===== src/rtl/mem_host_arb_if.sv =====
// Host-side req/gnt/rvalid buses plus the single SRAM port around mem_host_arb.
// Per-host fields are flattened, with host h occupying slice [h*W +: W].
interface mem_host_arb_if #(
    parameter int NumHosts  = 2,
    parameter int AddrWidth = 32,
    parameter int DataWidth = 32
);
    logic [NumHosts-1:0]             host_req;
    logic [NumHosts-1:0]             host_gnt;
    logic [NumHosts-1:0]             host_we;
    logic [NumHosts*DataWidth/8-1:0] host_be;
    logic [NumHosts*AddrWidth-1:0]   host_addr;
    logic [NumHosts*DataWidth-1:0]   host_wdata;
    logic [NumHosts-1:0]             host_rvalid;
    logic [NumHosts-1:0]             host_err;
    logic [NumHosts*DataWidth-1:0]   host_rdata;
    logic                            mem_req;
    logic                            mem_we;
    logic [DataWidth/8-1:0]          mem_be;
    logic [AddrWidth-1:0]            mem_addr;
    logic [DataWidth-1:0]            mem_wdata;
    logic                            mem_rvalid;
    logic [DataWidth-1:0]            mem_rdata;

    modport slave (
        input  host_req, host_we, host_be, host_addr, host_wdata, mem_rvalid, mem_rdata,
        output host_gnt, host_rvalid, host_err, host_rdata,
               mem_req, mem_we, mem_be, mem_addr, mem_wdata
    );

    modport master (
        output host_req, host_we, host_be, host_addr, host_wdata, mem_rvalid, mem_rdata,
        input  host_gnt, host_rvalid, host_err, host_rdata,
               mem_req, mem_we, mem_be, mem_addr, mem_wdata
    );
endinterface


===== src/rtl/mem_host_arb.sv =====
// N-host to single-SRAM arbiter: same-cycle grant, one-cycle response, and a
// locally generated error response for addresses outside the SRAM window.
module mem_host_arb #(
    parameter int                   NumHosts   = 2,
    parameter int                   AddrWidth  = 32,
    parameter int                   DataWidth  = 32,
    parameter logic [AddrWidth-1:0] MemStart   = 32'h0000_0000,
    parameter logic [AddrWidth-1:0] MemMask    = 32'h0000_FFFF,
    parameter bit                   RoundRobin = 1'b1
) (
    input  logic          clk_i,
    input  logic          rst_ni,
    mem_host_arb_if.slave bus_io
);
    localparam int BeWidth  = DataWidth / 8;
    localparam int PtrWidth = (NumHosts > 1) ? $clog2(NumHosts) : 1;
    localparam logic [PtrWidth:0] HostCount = (PtrWidth + 1)'(NumHosts);

    logic [PtrWidth-1:0]  ptr_q, ptr_d;
    logic [PtrWidth-1:0]  resp_host_q, resp_host_d;
    logic                 resp_valid_q, resp_valid_d;
    logic                 resp_err_q, resp_err_d;
    logic [PtrWidth-1:0]  winner;
    logic                 any_req;
    logic                 grant;
    logic                 in_window;
    logic [AddrWidth-1:0] win_addr;
    logic [DataWidth-1:0] resp_data;

    // Scan hosts starting at ptr_q and wrapping; the first requester wins.
    always_comb begin
        logic [PtrWidth:0] cand;
        any_req = 1'b0;
        winner  = '0;
        cand    = '0;
        for (int i = 0; i < NumHosts; i++) begin
            cand = {1'b0, ptr_q} + (PtrWidth + 1)'(i);
            if (cand >= HostCount) begin
                cand = cand - HostCount;
            end
            if (!any_req && bus_io.host_req[cand[PtrWidth-1:0]]) begin
                any_req = 1'b1;
                winner  = cand[PtrWidth-1:0];
            end
        end
    end

    assign grant     = rst_ni & any_req;
    assign win_addr  = bus_io.host_addr[int'(winner)*AddrWidth +: AddrWidth];
    assign in_window = (win_addr & ~MemMask) == MemStart;

    always_comb begin
        bus_io.host_gnt  = '0;
        bus_io.mem_req   = 1'b0;
        bus_io.mem_we    = 1'b0;
        bus_io.mem_be    = '0;
        bus_io.mem_addr  = '0;
        bus_io.mem_wdata = '0;
        if (grant) begin
            bus_io.host_gnt[winner] = 1'b1;
            bus_io.mem_req          = in_window;
            bus_io.mem_we           = bus_io.host_we[winner];
            bus_io.mem_be           = bus_io.host_be[int'(winner)*BeWidth +: BeWidth];
            bus_io.mem_addr         = win_addr;
            bus_io.mem_wdata        = bus_io.host_wdata[int'(winner)*DataWidth +: DataWidth];
        end
    end

    always_comb begin
        logic [PtrWidth:0] nxt;
        nxt = {1'b0, winner} + (PtrWidth + 1)'(1);
        if (nxt >= HostCount) begin
            nxt = '0;
        end
        ptr_d = ptr_q;
        if (grant && RoundRobin) begin
            ptr_d = nxt[PtrWidth-1:0];
        end
        resp_valid_d = grant;
        resp_err_d   = grant & ~in_window;
        resp_host_d  = grant ? winner : '0;
    end

    always_ff @(posedge clk_i or negedge rst_ni) begin
        if (!rst_ni) begin
            ptr_q        <= '0;
            resp_valid_q <= 1'b0;
            resp_err_q   <= 1'b0;
            resp_host_q  <= '0;
        end else begin
            ptr_q        <= ptr_d;
            resp_valid_q <= resp_valid_d;
            resp_err_q   <= resp_err_d;
            resp_host_q  <= resp_host_d;
        end
    end

    // Read data is shared by all hosts; only the rvalid/err bits are steered.
    assign resp_data = (resp_valid_q && !resp_err_q) ? bus_io.mem_rdata : '0;

    always_comb begin
        bus_io.host_rvalid = '0;
        bus_io.host_err    = '0;
        if (resp_valid_q) begin
            bus_io.host_rvalid[resp_host_q] = 1'b1;
            bus_io.host_err[resp_host_q]    = resp_err_q;
        end
        bus_io.host_rdata = {NumHosts{resp_data}};
    end

    mem_rvalid_consistent: assert property (@(posedge clk_i) disable iff (!rst_ni)
        bus_io.mem_rvalid == (resp_valid_q & ~resp_err_q));

endmodule


===== src/flat_wrapper.sv =====
// flat-port wrapper written by rule: the top's interface ports become plain ports
module mem_host_arb_flat 
#(
    parameter int                   NumHosts   = 2,
    parameter int                   AddrWidth  = 32,
    parameter int                   DataWidth  = 32,
    parameter logic [AddrWidth-1:0] MemStart   = 32'h0000_0000,
    parameter logic [AddrWidth-1:0] MemMask    = 32'h0000_FFFF,
    parameter bit                   RoundRobin = 1'b1
)
  (clk_i, rst_ni, bus_io_host_req, bus_io_host_we, bus_io_host_be, bus_io_host_addr, bus_io_host_wdata, bus_io_mem_rvalid, bus_io_mem_rdata, bus_io_host_gnt, bus_io_host_rvalid, bus_io_host_err, bus_io_host_rdata, bus_io_mem_req, bus_io_mem_we, bus_io_mem_be, bus_io_mem_addr, bus_io_mem_wdata);
  mem_host_arb_if #(.NumHosts(NumHosts), .AddrWidth(AddrWidth), .DataWidth(DataWidth)) bus_io_i ();
  input  logic clk_i;
  input  logic rst_ni;
  input wire logic [$bits(bus_io_i.host_req)-1:0] bus_io_host_req;
  input wire logic [$bits(bus_io_i.host_we)-1:0] bus_io_host_we;
  input wire logic [$bits(bus_io_i.host_be)-1:0] bus_io_host_be;
  input wire logic [$bits(bus_io_i.host_addr)-1:0] bus_io_host_addr;
  input wire logic [$bits(bus_io_i.host_wdata)-1:0] bus_io_host_wdata;
  input wire logic [$bits(bus_io_i.mem_rvalid)-1:0] bus_io_mem_rvalid;
  input wire logic [$bits(bus_io_i.mem_rdata)-1:0] bus_io_mem_rdata;
  output wire logic [$bits(bus_io_i.host_gnt)-1:0] bus_io_host_gnt;
  output wire logic [$bits(bus_io_i.host_rvalid)-1:0] bus_io_host_rvalid;
  output wire logic [$bits(bus_io_i.host_err)-1:0] bus_io_host_err;
  output wire logic [$bits(bus_io_i.host_rdata)-1:0] bus_io_host_rdata;
  output wire logic [$bits(bus_io_i.mem_req)-1:0] bus_io_mem_req;
  output wire logic [$bits(bus_io_i.mem_we)-1:0] bus_io_mem_we;
  output wire logic [$bits(bus_io_i.mem_be)-1:0] bus_io_mem_be;
  output wire logic [$bits(bus_io_i.mem_addr)-1:0] bus_io_mem_addr;
  output wire logic [$bits(bus_io_i.mem_wdata)-1:0] bus_io_mem_wdata;
  assign bus_io_i.host_req = bus_io_host_req;
  assign bus_io_i.host_we = bus_io_host_we;
  assign bus_io_i.host_be = bus_io_host_be;
  assign bus_io_i.host_addr = bus_io_host_addr;
  assign bus_io_i.host_wdata = bus_io_host_wdata;
  assign bus_io_i.mem_rvalid = bus_io_mem_rvalid;
  assign bus_io_i.mem_rdata = bus_io_mem_rdata;
  assign bus_io_host_gnt = bus_io_i.host_gnt;
  assign bus_io_host_rvalid = bus_io_i.host_rvalid;
  assign bus_io_host_err = bus_io_i.host_err;
  assign bus_io_host_rdata = bus_io_i.host_rdata;
  assign bus_io_mem_req = bus_io_i.mem_req;
  assign bus_io_mem_we = bus_io_i.mem_we;
  assign bus_io_mem_be = bus_io_i.mem_be;
  assign bus_io_mem_addr = bus_io_i.mem_addr;
  assign bus_io_mem_wdata = bus_io_i.mem_wdata;
  mem_host_arb #(.NumHosts(NumHosts), .AddrWidth(AddrWidth), .DataWidth(DataWidth), .MemStart(MemStart), .MemMask(MemMask), .RoundRobin(RoundRobin)) u_core (.clk_i(clk_i), .rst_ni(rst_ni), .bus_io(bus_io_i));
endmodule

===== config.mk =====
export PLATFORM = sky130hd
export DESIGN_NAME = mem_host_arb_flat
export DESIGN_NICKNAME = d
export VERILOG_FILES = /design/src/rtl/mem_host_arb_if.sv /design/src/rtl/mem_host_arb.sv /design/src/flat_wrapper.sv
export SDC_FILE = /design/constraint.sdc
export NUM_CORES = 1
export LEC_CHECK = 0
export ABC_CLOCK_PERIOD_IN_PS = 2100
export CAP_MARGIN = 0
export CORE_AREA = 2 2 122 124
export CTS_BUF_LIST = sky130_fd_sc_hd__clkbuf_8
export CTS_CLUSTER_DIAMETER = 150
export DETAILED_ROUTE_END_ITERATION = 6
export DIE_AREA = 0 0 124 126
export DONT_BUFFER_PORTS = 1
export GPL_ROUTABILITY_DRIVEN = 0
export GPL_TIMING_DRIVEN = 0
export PLACE_DENSITY_LB_ADDON = 0.2
export SYNTH_ARGS = -nofsm -noshare
export SYNTH_HDL_FRONTEND = slang
export SYNTH_SLANG_ARGS = --single-unit
export TNS_END_PERCENT = 10

===== constraint.sdc =====
create_clock -name clk_i -period 2.1 [get_ports clk_i]
set_clock_uncertainty 0.2 [all_clocks]
set_input_delay 0.21 -clock clk_i [delete_from_list [all_inputs] [get_ports clk_i]]
set_output_delay 0.21 -clock clk_i [all_outputs]
set_load 0.05 [all_outputs]

==> metrics.txt <==
outcome complete, no violations; most common library cells after synthesis a22o_1, and2_1, buf_4, nand2_1, a21oi_1; Synth Net Count 390; sequential element share of the synthesized area 6.426%; maximum root-to-sink buffer count 2; top post-synthesis cells by area a22o_1, buf_4, and2_1; Die Ht 126 um; max cap viols 0; global-route wire length before repair 9.977 mm; vias in the first global route 1738; Final Power 1.393 mW; hpwl dp 6.357 mm; worst endpoint required time 1690 ps; via count 1780; Starting Density 10.88%; crit path launch type flip-flop; Die ar. 15620 sq um; pwr dens 513.5 nW/um^2; clk root buf clkbuf_8; switching pwr 0.8584 mW; residual DRC count 0; actual slew at the worst max-slew pin 935.9 ps; Crit Path Max Fanout 6; LEAKAGE 1.192 nW; switching portion of total power 61.61%; mapped cell area 1558 sq um; WS Path Type reg -> out; PortBufs 0; die width 124 um; H-tree depth reported by CTS 1; R2R cell count 3; final instance area 2714 sq um; Max IR drop VDD 0.1336 mV; placed standard-cell area 1792 sq um; Async SR Flop Fraction 100.0%; share of total power in combinational logic 82.1%; count of different cell masters after synthesis 20; Yosys top cell by area a22o_1; Rel. slew slack 37.48%; Util after Layout 18.96%; post-synth top area share 29.80%; Synth Area per Inst 7.245 sq um; crit end category output port; Crit Reg-Reg Endpoint u_core.resp_err_q$_DFF_PN0_; vias per inst 4.320; Mapped Cells 215; clock slew at reported path FFs 30 ps; grt ovf 0; Ant. Diodes 0; final wirelength 8.006 mm; num rows 44; sequential power share 6.5%; first-iteration detailed-routing DRC count 42; crit path time final 2081 ps; Critical Path Start u_core.ptr_q$_DFFE_PN0P_; CTS tree built; Post-synth EDFFs 0; top-count cell post-synth a22o_1; Clk Latency, worst-skew pair 210 ps; CTS Buf Count 3; top-level I/O count 315; DR WL/cell 19.43 um; layout cells sized above 1 75.44%; Final Max Tran Viols 0; r2r setup slk 480 ps; total track usage 8.455%; worst slack at placement -315.6 ps; Ys Warns 0; Main synth FF type dfrtp_1; Hold Path Class in -> async; Setup violations, final 0; initial antenna violation count 0; Final nets 405; area grow syn2layout 74.22%; CTS sink cnt 4; Cell Int Power 0.5350 mW; pin count of the biggest net entering global routing 12; CP endpoint bus_io_mem_addr[17]; core area 14310 sq um; worst reg2reg path startpoint u_core.ptr_q$_DFFE_PN0P_; final hold vios 0; worst hold margin 76.86 ps; DRT Pass-1 Iters 4; period utilisation layout 99.08%; Clock Power Share 11.4%; slack of the critical path 19.41 ps; Post-DRT Antenna Nets 0; Critical Path AT 1670 ps; fmax 480.6 MHz; register bit count reported by yosys 4; RSZ-0062 raised after global routing yes
layer usage:
| layer | up-vias | track usage (%) | routed length [um] |
|---|---|---|---|
| li1 | 772 | - | - |
| met2 | 190 | 17.55 | 4619 |
| met4 | 0 | 1.851 | 55 |
| met3 | 4 | 1.993 | 921 |
| met5 | - | 0 | 0 |
| met1 | 814 | 8.096 | 2410 |
timing repair:
| item | CTS | global route |
|---|---|---|
| hold endpoints to repair | 4 | 0 |
| setup endpoints to repair | 132 | 88 |
| pin swaps | 10 | 47 |
| resized for setup | 165 | 47 |
| setup buffers | 1 | 7 |
| hold buffers | 1 | 0 |
| gates cloned | 0 | 1 |
stage by stage:
stage | std cells | setup TNS [ps]
floorplan | 215 | -412.7
global placement | 399 | -8077
detailed placement | 399 | -8955
CTS | 404 | -2244
global route | 412 | -2165
finish | 412 | 0
sequential cells by signal, summed over array words and instances, names as in the netlist:
register,count
u_core.resp_valid_q,1
u_core.resp_err_q,1
u_core.resp_host_q,1
u_core.ptr_q,1
cell families (layout without fill, tap and decap cells):
group / Yosys count / after routing / synth area share (%)
and+or+nand+nor: 84 / 84 / 28.76
muxes: 1 / 1 / 0.7228
AOI/OAI and AO/OA: 73 / 73 / 38.07
DFF: 4 / 4 / 6.426
buffers and inverters: 53 / 66 / 26.02
worst max-delay path, cell delays in order (launching register included):
cell and delay, ps:
dfrtp_1 390, inv_2 70, a21boi_4 260, buf_4 170
buf_4 100, nand2_1 80, a21oi_4 380
power groups by stage:
stage          registers [mW]  clock network, mW  logic (mW)
3_5_place_dp           0.0909                  0       0.916
3_3_place_gp           0.0905                  0       0.919
4_1_cts                0.0907              0.167        1.05
2_1_floorplan          0.0892                  0       0.851
6_report               0.0911              0.159        1.14
5_1_grt                0.0920              0.176        1.19
final cells by class:
| class | count | area [sq um] |
|---|---|---|
| sequential | 4 | 100.1 |
| inverter | 3 | 11.26 |
| tap | 184 | 230.2 |
| fill | 1569 | 11600 |
| timing repair buffer | 10 | 118.9 |
| multi-input combinational | 158 | 1772 |
| clock buffer | 3 | 41.29 |
| buffer | 50 | 440.4 |
how the worst min path moves through the flow:
| stage | end | slack, ps | depth (start not counted) |
|---|---|---|---|
| global placement | u_core.ptr_q$_DFFE_PN0P_ | -290 | 0 |
| global route | u_core.resp_host_q$_DFF_PN0_ | 90 | 1 |
| finish | u_core.ptr_q$_DFFE_PN0P_ | 80 | 1 |
| detailed placement | u_core.ptr_q$_DFFE_PN0P_ | -290 | 0 |
| CTS | u_core.ptr_q$_DFFE_PN0P_ | 80 | 1 |
| floorplan | u_core.ptr_q$_DFFE_PN0P_ | -290 | 0 |
cells in the final DEF (no fill, tap or decap), types with 2 or more instances in the layout:
cell type	n
a22o_4	53
nor4_1	8
buf_12	4
dfrtp_1	4
buf_2	2
buf_4	38
buf_8	2
and2_1	2
buf_6	9
nand2_1	33
and2_4	22
clkbuf_2	2
a21oi_4	15
and2_2	10
nand4_1	2
clkbuf_8	3
inv_1	2
nor2_4	3
Power figures use the tool's default switching activity.
